File: config.mk
export PLATFORM = sky130hd
export DESIGN_NAME = mem_arbiter
export DESIGN_NICKNAME = d
export VERILOG_FILES = /design/src/rtl/mem_arbiter.sv
export SDC_FILE = /design/constraint.sdc
export NUM_CORES = 1
export LEC_CHECK = 0
export BUFFER_PORTS_ARGS = -buffer_cell sky130_fd_sc_hd__buf_2
export CORE_AREA = 2 2 104 106
export DETAILED_ROUTE_END_ITERATION = 10
export DIE_AREA = 0 0 106 108
export REMOVE_ABC_BUFFERS = 1
export SLEW_MARGIN = 20
export SYNTH_ARGS = -nofsm -noshare
export SYNTH_HDL_FRONTEND = slang
export SYNTH_SLANG_ARGS = --single-unit
File: constraint.sdc
create_clock -name CLK -period 3.2 [get_ports CLK]
set_input_delay 0.32 -clock CLK [delete_from_list [all_inputs] [get_ports CLK]]
set_output_delay 0.32 -clock CLK [all_outputs]
set_load 0.005 [all_outputs]
File: src/rtl/mem_arbiter.sv
// mem_arbiter: shares one single-ported RAM between instruction fetch and
// data requests. A grant is latched in IDLE, held until the RAM reports
// ACCESS or ERROR, and returned to IDLE for at least one cycle afterwards.
// Optional feature macro: MEM_ARB_FAIRNESS_EN. When it is defined, a
// starved fetch is forced in after MAX_DATA_STREAK data hits.
module mem_arbiter #(
    parameter int WORD_W          = 32,
    parameter int MAX_DATA_STREAK = 4
) (
    input  logic              CLK,
    input  logic              nRST,
    input  logic              iREN,
    input  logic [WORD_W-1:0] iaddr,
    input  logic              dREN,
    input  logic              dWEN,
    input  logic [WORD_W-1:0] daddr,
    input  logic [WORD_W-1:0] dstore,
    input  logic [1:0]        ramstate,
    input  logic [WORD_W-1:0] ramload,
    output logic              ramREN,
    output logic              ramWEN,
    output logic [WORD_W-1:0] ramaddr,
    output logic [WORD_W-1:0] ramstore,
    output logic              ihit,
    output logic [WORD_W-1:0] iload,
    output logic              dhit,
    output logic [WORD_W-1:0] dload,
    output logic              ram_err
);

    typedef enum logic [1:0] {IDLE = 2'd0, DGRANT = 2'd1, IGRANT = 2'd2} state_t;

    localparam logic [1:0] RAM_ACCESS = 2'd2;
    localparam logic [1:0] RAM_ERROR  = 2'd3;

    if (MAX_DATA_STREAK < 1) begin : g_bad_param
        $error("mem_arbiter: MAX_DATA_STREAK must be at least 1");
    end

    state_t state_q, state_d;
    logic   ram_err_q;
    logic   err_set;
    logic   fair_force;

    assign ram_err = ram_err_q;

    // Next state plus RAM steering; everything idles at zero outside a grant
    always_comb begin
        state_d  = state_q;
        err_set  = 1'b0;
        ramREN   = 1'b0;
        ramWEN   = 1'b0;
        ramaddr  = '0;
        ramstore = '0;
        ihit     = 1'b0;
        iload    = '0;
        dhit     = 1'b0;
        dload    = '0;
        case (state_q)
            IDLE: begin
                if (fair_force)        state_d = IGRANT;
                else if (dREN || dWEN) state_d = DGRANT;
                else if (iREN)         state_d = IGRANT;
            end
            DGRANT: begin
                if (!(dREN || dWEN)) begin
                    // requester withdrew: drop enables now, no hit
                    state_d = IDLE;
                end else begin
                    ramaddr  = daddr;
                    ramREN   = dREN;
                    ramWEN   = dWEN;
                    ramstore = dstore;
                    if (ramstate == RAM_ACCESS) begin
                        dhit    = 1'b1;
                        dload   = ramload;
                        state_d = IDLE;
                    end else if (ramstate == RAM_ERROR) begin
                        err_set = 1'b1;
                        state_d = IDLE;
                    end
                end
            end
            IGRANT: begin
                if (!iREN) begin
                    state_d = IDLE;
                end else begin
                    ramaddr = iaddr;
                    ramREN  = 1'b1;
                    if (ramstate == RAM_ACCESS) begin
                        ihit    = 1'b1;
                        iload   = ramload;
                        state_d = IDLE;
                    end else if (ramstate == RAM_ERROR) begin
                        err_set = 1'b1;
                        state_d = IDLE;
                    end
                end
            end
            default: state_d = IDLE;
        endcase
    end

    // State register and sticky error flag, both cleared only by reset
    always_ff @(posedge CLK) begin
        if (!nRST) begin
            state_q   <= IDLE;
            ram_err_q <= 1'b0;
        end else begin
            state_q <= state_d;
            if (err_set) ram_err_q <= 1'b1;
        end
    end

`ifdef MEM_ARB_FAIRNESS_EN
    localparam int STREAK_W = $clog2(MAX_DATA_STREAK + 1);
    localparam logic [STREAK_W-1:0] STREAK_MAX = STREAK_W'(MAX_DATA_STREAK);

    logic [STREAK_W-1:0] streak_q, streak_d;

    // Count data hits that made a waiting fetch wait; saturate at the limit
    always_comb begin
        streak_d = streak_q;
        if (ihit || (state_q == IDLE && !iREN))
            streak_d = '0;
        else if (dhit && iREN && streak_q != STREAK_MAX)
            streak_d = streak_q + 1'b1;
    end

    // Streak register
    always_ff @(posedge CLK) begin
        if (!nRST) streak_q <= '0;
        else       streak_q <= streak_d;
    end

    assign fair_force = iREN && (streak_q == STREAK_MAX);
`else
    assign fair_force = 1'b0;
`endif

endmodule

==> summary.txt <==
Yosys
  – Mean Syn Cell Area: 6.71 µm²
  – Post-synthesis register bit count: 3
  – Synth Instances: 216
  – Yosys warns: 0
  – Yosys cell types: 24
  – Seq/Total Area, Yosys: 4.14%
  – Netlist area before placement: 1450 µm²

Setup path
  – Cells on worst reg2reg path: 6
  – R2R Path End: state_q[0]
  – Worst Setup EP: ramaddr[7]
  – WS Path Type: reg2out
  – Worst EP required: 2.88 ns
  – WP data arrival: 2.16 ns
  – Slowest cell on the critical path: o21a_2
  – Worst-path cell chain: inv_1 > ha_1 > o21a_2 > buf_4 > a22oi_1 > nor2b_1 > buf_2
  – CP Launch Type: flop
  – Critical path fanouts, max: 49
  – RR Startpoint: state_q[1]
  – Crit path launch: state_q[1]
  – Worst Path Buf+Inv: 3
  – Reg-to-reg slack, setup: 1.38 ns
  – Largest delay share family, worst path: compound AO/OA/AOI/OAI gates
  – Critical Path Max Stage Delay: 0.64 ns
  – Setup crit end kind: output pin
  – Crit. path cell count: 7

Pwr
  – Gate power share: 65.2%
  – Clock Power Share: 24.9%
  – VDD IR max: 0.0000886 V
  – Pwr Density: 150 nW/µm²
  – P_sw: 0.000160 W
  – Internal power: 0.000278 W
  – Switching share of power: 36.5%
  – Sequential power share: 9.8%
  – Leak: 1.77 nW

Layout
  – Number of diodes: 0
  – Core Util, Final: 28.4%
  – Final Non-Filler Cells: 606
  – Layout area overhead: 101%
  – Share of post-route cells with drive strength above 1: 58.9%
  – Design Area, Final: 2910 µm²
  – # fillers: 1,155
  – Fin nets: 610

Worst hold path
  – Hold crit path type: in2reg
  – Hold Path Depth: 3

Die
  – Die ar.: 11,400 µm²
  – Initial core utilization: 14.2%
  – # rows: 37
  – Die extent in y: 108 µm
  – Core Region: 10,200 µm²
  – Chip width: 106 µm
  – # IOs: 268

Clock network
  – Clock latency on the worst-skew pair: 0.22 ns
  – H-tree Lvls: 1
  – Post-CTS Hold Buffers: 0
  – CTS Buf Count: 3
  – CTS root buffer: clkbuf_8
  – # Post-CTS Setup Buffers: 0
  – Max clock buf depth: 2
  – CTS clk-pin slew, worst paths: 0.03 ns
  – Resize count post-CTS: 0
  – CTS tree: done
  – CTS sink cnt: 3

STA
  – Slew Limit Headroom: 41.3%
  – Final setup fails: 0
  – Worst setup margin: 0.725 ns
  – Worst Skew: 0.00304 ns
  – Setup_tns: 0 ns
  – Count of final hold-check violations: 0
  – Measured slew at the worst slew-check pin: 0.880 ns
  – Final Cycle Share: 77.4%
  – Post-route minimum period: 2.48 ns
  – Fmax: 0.404 GHz
  – RSZ-0062 raised after global routing: no
  – Max-slew violation count: 0

Place
  – Dpl cell area: 2860 µm²
  – Post-DP HPWL: 7780 µm
  – Place WS: 0.883 ns
  – Count of buffers from port buffering: 267
  – GPL Wtd Cong: 0.835
  – Placed Instances: 602

Detailed routing
  – Drt pass-1 iters: 4
  – WL/cell: 14.1 µm
  – ANT nets after route: 0
  – Vias per std cell: 4.16
  – Starting DRT DRC Count: 105
  – Remaining DRCs: 0
  – Routed vias: 2,519
  – Routed WL: 8530 µm

Global routing
  – First-pass GRT wire length: 12,300 µm
  – Initial antenna violation count: 1
  – Global Route Usage Sum: 13.6%
  – Largest net degree at the start of global routing: 50
  – Vias in the first global route: 2,375
  – Remaining Overflow, GRT: 0

Status
  – Outcome: finished clean

Flow run
  – Max-Cap Viols: 0
[power by group through the flow]
stage | Combinational (W) | Clock (W) | Sequential (W)
3_5_place_dp | 0.000291 | 0 | 0.0000433
5_1_grt | 0.000317 | 0.000119 | 0.0000434
4_1_cts | 0.000291 | 0.000112 | 0.0000428
3_3_place_gp | 0.000286 | 0 | 0.0000430
6_report | 0.000285 | 0.000109 | 0.0000430
2_1_floorplan | 0.000116 | 0 | 0.0000429
[synthesized netlist by cell type (all sizes together)]
| cell type | instances | area (µm²) |
|---|---|---|
| a21boi | 1 | 7.51 |
| a22oi | 32 | 240 |
| a32oi | 3 | 26.3 |
| and2 | 99 | 619 |
| and3b | 1 | 8.76 |
| buf | 10 | 75.1 |
| clkbuf | 10 | 41.3 |
| dfxtp | 3 | 60.1 |
| ha | 4 | 50.1 |
| inv | 3 | 11.3 |
| nand2 | 5 | 18.8 |
| nand2b | 1 | 6.26 |
| nand4 | 1 | 6.26 |
| nor2 | 3 | 13.8 |
| nor2b | 32 | 200 |
| nor3b | 1 | 18.8 |
| nor4bb | 1 | 10.0 |
| o21a | 2 | 15.0 |
| o21ai | 3 | 15.0 |
| or2 | 1 | 6.26 |
[cells in the final DEF, fill, tap and decap left out, drive strengths merged, types with 3 or more instances in the layout]
cell / instances
clkbuf: 4
ha: 4
a22oi: 32
nand2: 5
nor2b: 32
and2: 99
a32oi: 3
buf: 270
inv: 3
o21ai: 3
nor2: 3
dfxtp: 3
[worst reg2reg max path, delay by kind of cell (launching register included)]
family / cells / cell delay [ns]
DFF: 1 / 0.33
buffers and inverters: 2 / 0.37
adders and majority gates: 1 / 0.22
AOI/OAI and AO/OA: 3 / 0.84
[area by class of cell]
type                    count  area, µm²  area share, %
flip-flops and latches      3       60.1           2.06
clock buffers               4       45.0           1.55
well taps                 136        170           5.85
multi-input cells         190       1260           43.4
repair buffers            270       1360           46.7
inverters                   3       11.3          0.387
[cells by family (layout without fill, tap and decap cells)]
| family | after synthesis | in the layout | share of synthesized area (%) |
|---|---|---|---|
| buffers and inverters | 23 | 277 | 8.80 |
| flip-flops | 3 | 3 | 4.14 |
| AND/OR/NAND/NOR | 145 | 145 | 62.6 |
| AO/OA/AOI/OAI | 41 | 41 | 21.0 |
| adder cells (fa/ha/maj) | 4 | 4 | 3.45 |
[metrics by stage]
stage | power (W) | hold WS, ns
5_1_grt | 0.000479 | 0.427
6_report | 0.000437 | 0.415
3_5_place_dp | 0.000334 | 0.463
3_3_place_gp | 0.000329 | 0.435
4_1_cts | 0.000446 | 0.412
2_1_floorplan | 0.000159 | 0.433
[registers in the layout, summed over array words and instances, names as in the netlist]
register,cells
state_q,2
ram_err,1
[per-layer routing]
metal / wire (µm) / GRT usage [%] / share of wire (%) / vias up
met3: 770 / 2.65 / 9.0 / 6
met5: 13 / 0 / 0.15 / -
met2: 4350 / 25.7 / 51 / 175
met4: 48 / 1.97 / 0.56 / 2
met1: 3350 / 16.2 / 39 / 1116
li1: - / - / - / 1220
[worst min-delay path by stage]
stage | to | start
floorplan | ram_err | nRST
global placement | ram_err | ram_err
detailed placement | ram_err | ram_err
CTS | ram_err | nRST
global route | state_q[1] | iREN
finish | ram_err | ramstate[0]
No activity file was read; power rests on OpenSTA's default activity.
